--- src/rtl/mips_bootmem_if.sv ---
// Loader handshake and core memory bus for mips_bootmem.
// master drives loader/core requests; slave is the memory.
interface mips_bootmem_if #(
  parameter int WIDTH = 8
);
  logic             load_valid;
  logic [WIDTH-1:0] load_data;
  logic             load_ready;
  logic             memread;
  logic             memwrite;
  logic [WIDTH-1:0] adr;
  logic [WIDTH-1:0] writedata;
  logic [WIDTH-1:0] memdata;

  modport master (
    output load_valid,
    output load_data,
    output memread,
    output memwrite,
    output adr,
    output writedata,
    input  load_ready,
    input  memdata
  );

  modport slave (
    input  load_valid,
    input  load_data,
    input  memread,
    input  memwrite,
    input  adr,
    input  writedata,
    output load_ready,
    output memdata
  );
endinterface

--- src/rtl/mips_bootmem.sv ---
// Boot memory for the multicycle mips core: streaming loader, then RAM.
// Optional trailing checksum byte enabled by BOOTMEM_CHECKSUM_EN.
module mips_bootmem #(
  parameter int WIDTH = 8
) (
  input  logic           clk,
  input  logic           reset,
  input  logic           reload,
  mips_bootmem_if.slave  bus,
  output logic           cpu_reset,
  output logic           boot_done,
  output logic           boot_err
);

  localparam int DEPTH = 1 << WIDTH;

`ifdef BOOTMEM_CHECKSUM_EN
  typedef enum logic [2:0] {
    LEN, DATA, CHK, RUN, ERR
  } state_t;
`else
  typedef enum logic [1:0] {
    LEN, DATA, RUN
  } state_t;
`endif

  state_t           state;
  state_t           state_nx;
  logic [WIDTH-1:0] ptr;
  logic [WIDTH:0]   rem;
  logic [WIDTH-1:0] mem [DEPTH];
  logic             xfer;
  logic             last;
  logic             run;

  assign xfer = bus.load_valid & bus.load_ready;
  assign last = (rem == (WIDTH+1)'(1));
  assign run  = (state == RUN);

`ifdef BOOTMEM_CHECKSUM_EN
  logic [WIDTH-1:0] sum;
  logic [WIDTH-1:0] sum_nx;

  assign sum_nx = sum + bus.load_data;

  assign bus.load_ready = (state == LEN)
                        | (state == DATA)
                        | (state == CHK);
  assign boot_err = (state == ERR);
`else
  assign bus.load_ready = (state == LEN)
                        | (state == DATA);
  assign boot_err = 1'b0;
`endif

  assign cpu_reset = !run;
  assign boot_done = run;
  assign bus.memdata = (run & bus.memread)
                     ? mem[bus.adr] : '0;

  // State register
  always_ff @(posedge clk or negedge reset) begin
    if (!reset) state <= LEN;
    else        state <= state_nx;
  end

  // Next-state: load sequence, run, reload
  always_comb begin
    state_nx = state;
    case (state)
      LEN: begin
        if (xfer) state_nx = DATA;
      end
      DATA: begin
`ifdef BOOTMEM_CHECKSUM_EN
        if (xfer && last) state_nx = CHK;
`else
        if (xfer && last) state_nx = RUN;
`endif
      end
`ifdef BOOTMEM_CHECKSUM_EN
      CHK: begin
        if (xfer) state_nx = (sum_nx == '0) ? RUN : ERR;
      end
      ERR: begin
        if (reload) state_nx = LEN;
      end
`endif
      RUN: begin
        if (reload) state_nx = LEN;
      end
      default: state_nx = LEN;
    endcase
  end

  // Loader pointer, remaining count and running sum
  always_ff @(posedge clk or negedge reset) begin
    if (!reset) begin
      ptr <= '0;
      rem <= '0;
`ifdef BOOTMEM_CHECKSUM_EN
      sum <= '0;
`endif
    end else if (xfer) begin
      case (state)
        LEN: begin
          ptr <= '0;
          rem <= (bus.load_data == '0)
               ? (WIDTH+1)'(DEPTH)
               : {1'b0, bus.load_data};
`ifdef BOOTMEM_CHECKSUM_EN
          sum <= '0;
`endif
        end
        DATA: begin
          ptr <= ptr + 1'b1;
          rem <= rem - 1'b1;
`ifdef BOOTMEM_CHECKSUM_EN
          sum <= sum_nx;
`endif
        end
        default: begin
          ptr <= ptr;
          rem <= rem;
        end
      endcase
    end
  end

  // Memory array: loader writes while loading, core writes in RUN
  always_ff @(posedge clk) begin
    if (xfer && state == DATA)
      mem[ptr] <= bus.load_data;
    else if (run && bus.memwrite)
      mem[bus.adr] <= bus.writedata;
  end

endmodule
--- src/flat_wrapper.sv ---
// flat-port wrapper written by rule: the top's interface ports become plain ports
module mips_bootmem_flat 
#(
  parameter int WIDTH = 8
)
  (clk, reset, reload, cpu_reset, boot_done, boot_err, bus_load_valid, bus_load_data, bus_memread, bus_memwrite, bus_adr, bus_writedata, bus_load_ready, bus_memdata);
  mips_bootmem_if #(.WIDTH(WIDTH)) bus_i ();
  input  logic clk;
  input  logic reset;
  input  logic reload;
  output logic cpu_reset;
  output logic boot_done;
  output logic boot_err;
  input wire logic [$bits(bus_i.load_valid)-1:0] bus_load_valid;
  input wire logic [$bits(bus_i.load_data)-1:0] bus_load_data;
  input wire logic [$bits(bus_i.memread)-1:0] bus_memread;
  input wire logic [$bits(bus_i.memwrite)-1:0] bus_memwrite;
  input wire logic [$bits(bus_i.adr)-1:0] bus_adr;
  input wire logic [$bits(bus_i.writedata)-1:0] bus_writedata;
  output wire logic [$bits(bus_i.load_ready)-1:0] bus_load_ready;
  output wire logic [$bits(bus_i.memdata)-1:0] bus_memdata;
  assign bus_i.load_valid = bus_load_valid;
  assign bus_i.load_data = bus_load_data;
  assign bus_i.memread = bus_memread;
  assign bus_i.memwrite = bus_memwrite;
  assign bus_i.adr = bus_adr;
  assign bus_i.writedata = bus_writedata;
  assign bus_load_ready = bus_i.load_ready;
  assign bus_memdata = bus_i.memdata;
  mips_bootmem #(.WIDTH(WIDTH)) u_core (.clk(clk), .reset(reset), .reload(reload), .bus(bus_i), .cpu_reset(cpu_reset), .boot_done(boot_done), .boot_err(boot_err));
endmodule
--- config.mk ---
export PLATFORM = sky130hd
export DESIGN_NAME = mips_bootmem_flat
export DESIGN_NICKNAME = d
export VERILOG_FILES = /design/src/rtl/mips_bootmem_if.sv /design/src/rtl/mips_bootmem.sv /design/src/flat_wrapper.sv
export SDC_FILE = /design/constraint.sdc
export NUM_CORES = 2
export LEC_CHECK = 0
export ABC_CLOCK_PERIOD_IN_PS = 5400
export CORE_ASPECT_RATIO = 1.75
export CORE_MARGIN = 2
export CORE_UTILIZATION = 35
export CTS_BUF_LIST = sky130_fd_sc_hd__clkbuf_4 sky130_fd_sc_hd__clkbuf_8 sky130_fd_sc_hd__clkbuf_16
export CTS_CLUSTER_DIAMETER = 200
export CTS_CLUSTER_SIZE = 25
export DETAILED_ROUTE_END_ITERATION = 16
export GPL_ROUTABILITY_DRIVEN = 0
export PLACE_DENSITY_LB_ADDON = 0.05
export SLEW_MARGIN = 20
export SYNTH_ARGS = -nofsm -noshare
export SYNTH_HDL_FRONTEND = slang
export SYNTH_SLANG_ARGS = --single-unit
--- constraint.sdc ---
create_clock -name clk -period 5.4 [get_ports clk]
set_input_delay 1.08 -clock clk [delete_from_list [all_inputs] [get_ports clk]]
set_output_delay 1.08 -clock clk [all_outputs]
set_load 0.05 [all_outputs]
## Word level (Yosys, flattened, before mapping)

Memory sizes are Yosys's and may differ from the RTL's.
Index checks and enable logic that the tools add are counted.

| word-level totals | value |
|---|---|
| memories kept | 1 |
| input port bits | 30 |
| output and inout port bits | 12 |
| flip-flop bits (word level) | 19 |
| memory bits (writable) | 2,048 |

Memory list:

| memory | depth | bits a word | rd ports | clocked after memory_dff | write ports | line | text |
|---|---|---|---|---|---|---|---|
| u_core.mem | 256 | 8 | 1 | 0 | 1 | mips_bootmem.sv:31 | `logic [WIDTH-1:0] mem [DEPTH];` |

| cells by class | value |
|---|---|
| equality and inequality tests | 6 |
| reduce and logical (&&, ||, !) cells | 10 |
| multiplexer cells | 16 |
| add/sub/neg operators | 2 |
| bitwise gates (word level) | 3 |

Operators by type and width:

| cell | count |
|---|---|
| 8-bit two-way mux | 3 |
| 9-bit one-hot mux with 2 select lines | 1 |
| 8-bit one-hot mux with 2 select lines | 1 |
| 9-bit by 1-bit == test with 1-bit output, second input constant | 1 |
| 9-bit two-way mux | 1 |
| 9-bit by 1-bit subtractor with 9-bit output, second input constant | 1 |
| 8-bit by 1-bit adder with 8-bit output, second input constant | 1 |
| 8-bit logical NOT | 1 |
| 8-bit OR reduction | 1 |
| 1-bit two-way mux | 6 |
| 2-bit two-way mux | 3 |
| 2-bit one-hot mux with 3 select lines | 1 |
| 2-bit by 1-bit != test with 1-bit output, second input constant | 2 |
| 1-bit logical AND | 3 |
| 3-bit AND reduction | 1 |
| 1-bit AND | 2 |
| 2-bit by 1-bit == test with 1-bit output, second input constant | 1 |
| 2-bit == test, second input constant | 1 |
| 2-bit logical NOT | 1 |
| 2-bit != test, second input constant | 1 |
| 2-bit AND reduction | 1 |
| 2-bit nonzero test | 1 |
| 1-bit logical NOT | 1 |
| 1-bit OR | 1 |

## Longest topological paths before layout

| logic depth | value |
|---|---|
| depth after elaboration | 8 |
| depth in mapped cells | 12 |
| mapped depth without buffers | 7 |

## Worst setup path after synthesis

OpenSTA, ideal clock, no wires.

| timing path | value |
|---|---|
| path type | register to register |
| start point | register u_core.state[0] |
| end point | memory u_core.mem[0][0] (data pin) |
| buffers on the path | 3 |
| setup slack | -0.175 ns |
| cell stages (with the launch flop) | 8 |
| arrival | 4.751 ns |
| period minus slack after synthesis | 5.575 ns |
| required time | 4.575 ns |
| cell sequence | dfrtp_1 -> nor2b_1 -> clkbuf_1 -> and2_1 -> clkbuf_1 -> buf_2 -> nand2_1 -> nand2_1 |

RTL lines:

| element | line | text |
|---|---|---|
| from (decl) | mips_bootmem.sv:27 | `state_t state;` |
| from (signal assigned) | mips_bootmem.sv:64 | `else state <= state_nx;` |
| 2-bit == test | mips_bootmem.sv:38 | `assign run = (state == RUN);` |
| named net boot_done | flat_wrapper.sv:12 | `output logic boot_done;` |
| 1-bit logical AND | mips_bootmem.sv:134 | `else if (run && bus.memwrite)` |
| 1-bit two-way mux | mips_bootmem.sv:134 |  |
| 1-bit two-way mux | mips_bootmem.sv:132 | `if (xfer && state == DATA)` |
| 1-bit two-way mux (not written as such) | mips_bootmem.sv:135 | `mem[bus.adr] <= bus.writedata;` |
| 8-bit OR reduction (no source line) | n/a |  |
| 8-bit two-way mux (no source line) | n/a |  |
| to (decl) | mips_bootmem.sv:31 |  |

The timed path passes the listed nets, and every way through them passes these cells.

## Final worst setup path

| timing path | value |
|---|---|
| start point | input bus_adr[0] |
| end point | output bus_memdata[1] |

| between the ends | value |
|---|---|
| cells in the longest elaborated chain, start to end | 2 |

RTL lines:

| element | line | text |
|---|---|---|
| from (decl) | flat_wrapper.sv:18 | `input wire logic [$bits(bus_i.adr)-1:0] bus_adr;` |
| memory read 256 x 8 bit | n/a |  |
| 8-bit two-way mux | mips_bootmem.sv:59 | `? mem[bus.adr] : '0;` |
| to (decl) | flat_wrapper.sv:21 | `output wire logic [$bits(bus_i.memdata)-1:0] bus_memdata;` |

Every way passes these cells.

==> PnR_summary.wiki <==
{| class="wikitable"
! Metric !! Value
|-
| Total area of multi-input combinational cells || 18,260 sq um
|-
| TritonCTS clock tree || built
|-
| Post-layout util || 39.78%
|-
| Most frequent cells after synthesis || 2,048 x edfxtp_1, 366 x mux4_2, 317 x nor2_1
|-
| Number of buffer and inverter stages on the critical path || 8
|-
| Leakage Power || 29.32 nW
|-
| Pre-antenna DRT Iters || 5
|-
| Number of clock sinks || 2,067
|-
| Total negative slack for setup checks || -0.01286 ns
|-
| Category of the worst setup path launch point || input pin
|-
| Clk buf depth || 3
|-
| Result of the run || finished, violations left
|-
| Cells after Synth || 4,041
|-
| Pin count of the biggest net entering global routing || 92
|-
| Proportion of netlist area held by the largest area contributor || 75.32%
|-
| Sequential-to-total area share from yosys stat || 75.90%
|-
| Clock skew || 0.05995 ns
|-
| Total number of vias || 41,060
|-
| Antenna Nets Post-Route || 0
|-
| Max Transition Viols Final || 0
|-
| Maximum operating frequency || 184.7 MHz
|-
| Wire length of the first global-routing pass || 353,300 um
|-
| Fraction of final layout cells sized beyond drive strength 1 || 25.06%
|-
| IO Pins || 42
|-
| Relative slew margins || 31.96%
|-
| Post-Place Setup Slack || -0.3570 ns
|-
| Pin slew with the least headroom to its limit || 1.010 ns
|-
| DRC || 0
|-
| Final number of setup-violating endpoints || 1
|-
| Chip Width || 369.1 um
|-
| Detailed-route wire length || 256,500 um
|-
| Kind of end point of the critical path || primary output
|-
| Kind of cell with the highest combined delay on the critical path || buffers and inverters
|-
| Flip-flop and latch area || 61,970 sq um
|-
| Maximum resistive drop on vdd || 0.2760 mV
|-
| Post-Syn Area || 81,650 sq um
|-
| Kind of path behind the tightest hold check || flip-flop to flip-flop
|-
| Unrepaired setup endpoints after global routing || no
|-
| Start-to-end type of the worst setup path || input pin to primary output
|-
| Dominant cells by area after synthesis || edfxtp_1 75%, mux4_2 10%, mux2i_1 3.3%
|-
| Count of distinct cell types in the synthesized netlist || 60
|-
| Critical-path maximum fanout || 13
|-
| Fin worst setup slack || -0.01286 ns
|-
| Post-synth top flop || edfxtp_1
|-
| Number of rows created at floorplan || 234
|-
| Total routing usage reported by global routing || 21.45%
|-
| Nets@finish || 4,541
|-
| Initial standard-cell utilization of the core || 35.17%
|-
| Source-to-sink clock delay at the later pin of the worst-skew pair || 0.78 ns
|-
| Standard cell with the maximum stage delay on the critical path || o31ai_2
|-
| Violations in the final reports || negative setup slack
|-
| Post-CTS Setup Repair Bufs || 0
|-
| Tmin final || 5.413 ns
|-
| DP HPWL || 175,900 um
|-
| Vias in the first global route || 42,540
|-
| CTS H-tree depth || 3
|-
| Req. time, crit path || 4.32 ns
|-
| Synthesized area divided by synthesized cell count || 20.21 sq um
|-
| Largest incremental delay on the critical path || 0.55 ns
|-
| Cell at the root of the clock tree || clkbuf_16
|-
| Clock transition at path regs || 0.10 ns
|-
| Height of the die || 642.9 um
|-
| PwrDens || 316.0 nW/um^2
|-
| Vias per std cell || 5.401
|-
| Final cycle utilization of the critical path || 100.2%
|-
| First-iteration detailed-routing DRC count || 3,591
|-
| Die footprint || 237,300 sq um
|-
| Cell with the most instances after synthesis || edfxtp_1
|-
| Yosys top cell by area || edfxtp_1
|-
| Number of synthesized flops with an enable pin || 2,048
|-
| Arrival time reported for the critical path endpoint || 4.33 ns
|-
| Reported max-cap violation count || 0
|-
| Cells traversed along the worst timing path || buf_12 > buf_12 > buf_12 > buf_4 > mux2i_1 > o221ai_1 > buf_4 > o22ai_1 > o21ai_0 > buf_4 > o2111ai_2 > o31ai_2 > buf_4 > buf_12
|-
| Synthesis-to-finish area growth || 13.13%
|-
| Antenna violations before repair || 12
|-
| Core area || 232,200 sq um
|-
| Yosys reg bits || 2,067
|-
| Overall power of the completed layout || 0.02919 W
|-
| Routed len/inst || 33.75 um
|-
| Number of synthesis warnings || 0
|-
| Global route overflow || 0
|-
| Mapped Nets || 4,074
|-
| Hold bufs inserted after CTS || 0
|-
| Filler cells || 20,870
|-
| Number of input and output port buffers inserted || 40
|-
| Fin. Hold Viols || 0
|-
| Post-synthesis async set-or-reset flop share || 0.9192%
|-
| TritonCTS Buffers || 92
|}
[cell usage in the layout, fill, tap and decap left out, drive strengths merged, types with 4 or more instances in the layout]
cell type,n
a21oi,76
o21ai,47
nor3b,4
nand3b,11
a31oi,4
buf,593
clkbuf,110
and3,5
nand2b,8
nor4,8
or3,4
edfxtp,2048
nand2,152
mux4,420
dfrtp,19
and2,4
or4,8
o31ai,11
mux2,4
a32oi,16
nand3,43
o211ai,14
nor2,317
inv,11
nor2b,6
mux2i,273
a211oi,15
clkdlybuf4s50,27
o221ai,112
o2111ai,4
o22ai,79
nor3,37
diode,4
a22o,6
[per-layer routing]
| metal | vias to the layer above | wire length, um | track usage [%] |
|---|---|---|---|
| met1 | 22480 | 97900 | 25.43 |
| met4 | 0 | 8397 | 6.539 |
| met2 | 800 | 143000 | 40.87 |
| met5 | - | 0 | 0 |
| met3 | 227 | 7243 | 1.585 |
| li1 | 17560 | - | - |
[worst reg2reg max path, stage by stage, from the launching register on]
cell	delay [ns]
dfrtp_1	0.42
nor2b_1	0.15
buf_4	0.24
nand2_1	0.12
buf_4	0.22
o21ai_0	0.81
nand2_1	0.75
nor2_1	0.93
[cell families after synthesis]
| group | after synthesis | synth area share (%) |
|---|---|---|
| buf+inv | 255 | 2.156 |
| mux | 697 | 15.24 |
| flops | 2067 | 75.90 |
| compound gates | 403 | 3.462 |
| fa+ha+maj | 3 | 0.04598 |
| simple gates | 615 | 3.194 |
| other cells | 1 | 0.004593 |
[sequential cells by signal (all words and copies together) (netlist names)]
name          cells
u_core.mem     2048
u_core.state      2
u_core.rem        9
u_core.ptr        8
[cell type report]
cell class	count	share of cell area, %
antenna	4	0.01084
clock buffer	110	2.658
clock inverter	6	0.07315
inverter	8	0.04199
multi-input combinational	1719	19.77
sequential	2067	67.10
tap	3068	4.156
timing repair buffer	620	6.196
[worst paths after layout]
| path | start | endpoint | slack [ns] | cells past startpoint |
|---|---|---|---|---|
| worst max register to register | u_core.state[1]$_DFFE_PN0P_ | u_core.mem[227][3]$_DFFE_PP_ | 1.43 | 7 |
| worst min register to register | u_core.rem[8]$_DFFE_PN0P_ | u_core.rem[8]$_DFFE_PN0P_ | 0.52 | 2 |
| max in group asynchronous | reset | u_core.rem[5]$_DFFE_PN0P_ | 4.44 | 2 |
| worst min-delay path | u_core.rem[8]$_DFFE_PN0P_ | u_core.rem[8]$_DFFE_PN0P_ | 0.52 | 2 |
| worst max-delay path | bus_adr[0] | bus_memdata[1] | -0.01 | 14 |
| min in group asynchronous | reset | u_core.ptr[4]$_DFFE_PN0P_ | 0.67 | 2 |
[through the flow]
stage          cells  cell area [sq um]  hold WS [ns]
2_1_floorplan   4041              81670        0.4686
3_3_place_gp    7481              89720        0.4955
3_5_place_dp    7482              89740        0.5019
4_1_cts         7598              92340        0.5271
5_1_grt         7600              92360        0.5502
6_report        7602              92370        0.5214
[what timing repair did]
| action | 4_1_cts | 5_1_grt |
|---|---|---|
| endpoints found under the setup margin | 5 | 4 |
| resized for setup | 12 | 4 |
| pin swaps | 1 | 1 |
[report_power, final]
group	switching [W]	total, W	internal, W
clock network	0.00497	0.00822	0.00325
registers	0.000126	0.0179	0.0178
logic	0.00205	0.00305	0.000994
total	0.00715	0.0292	0.0220
No activity file was read; power rests on OpenSTA's default activity.
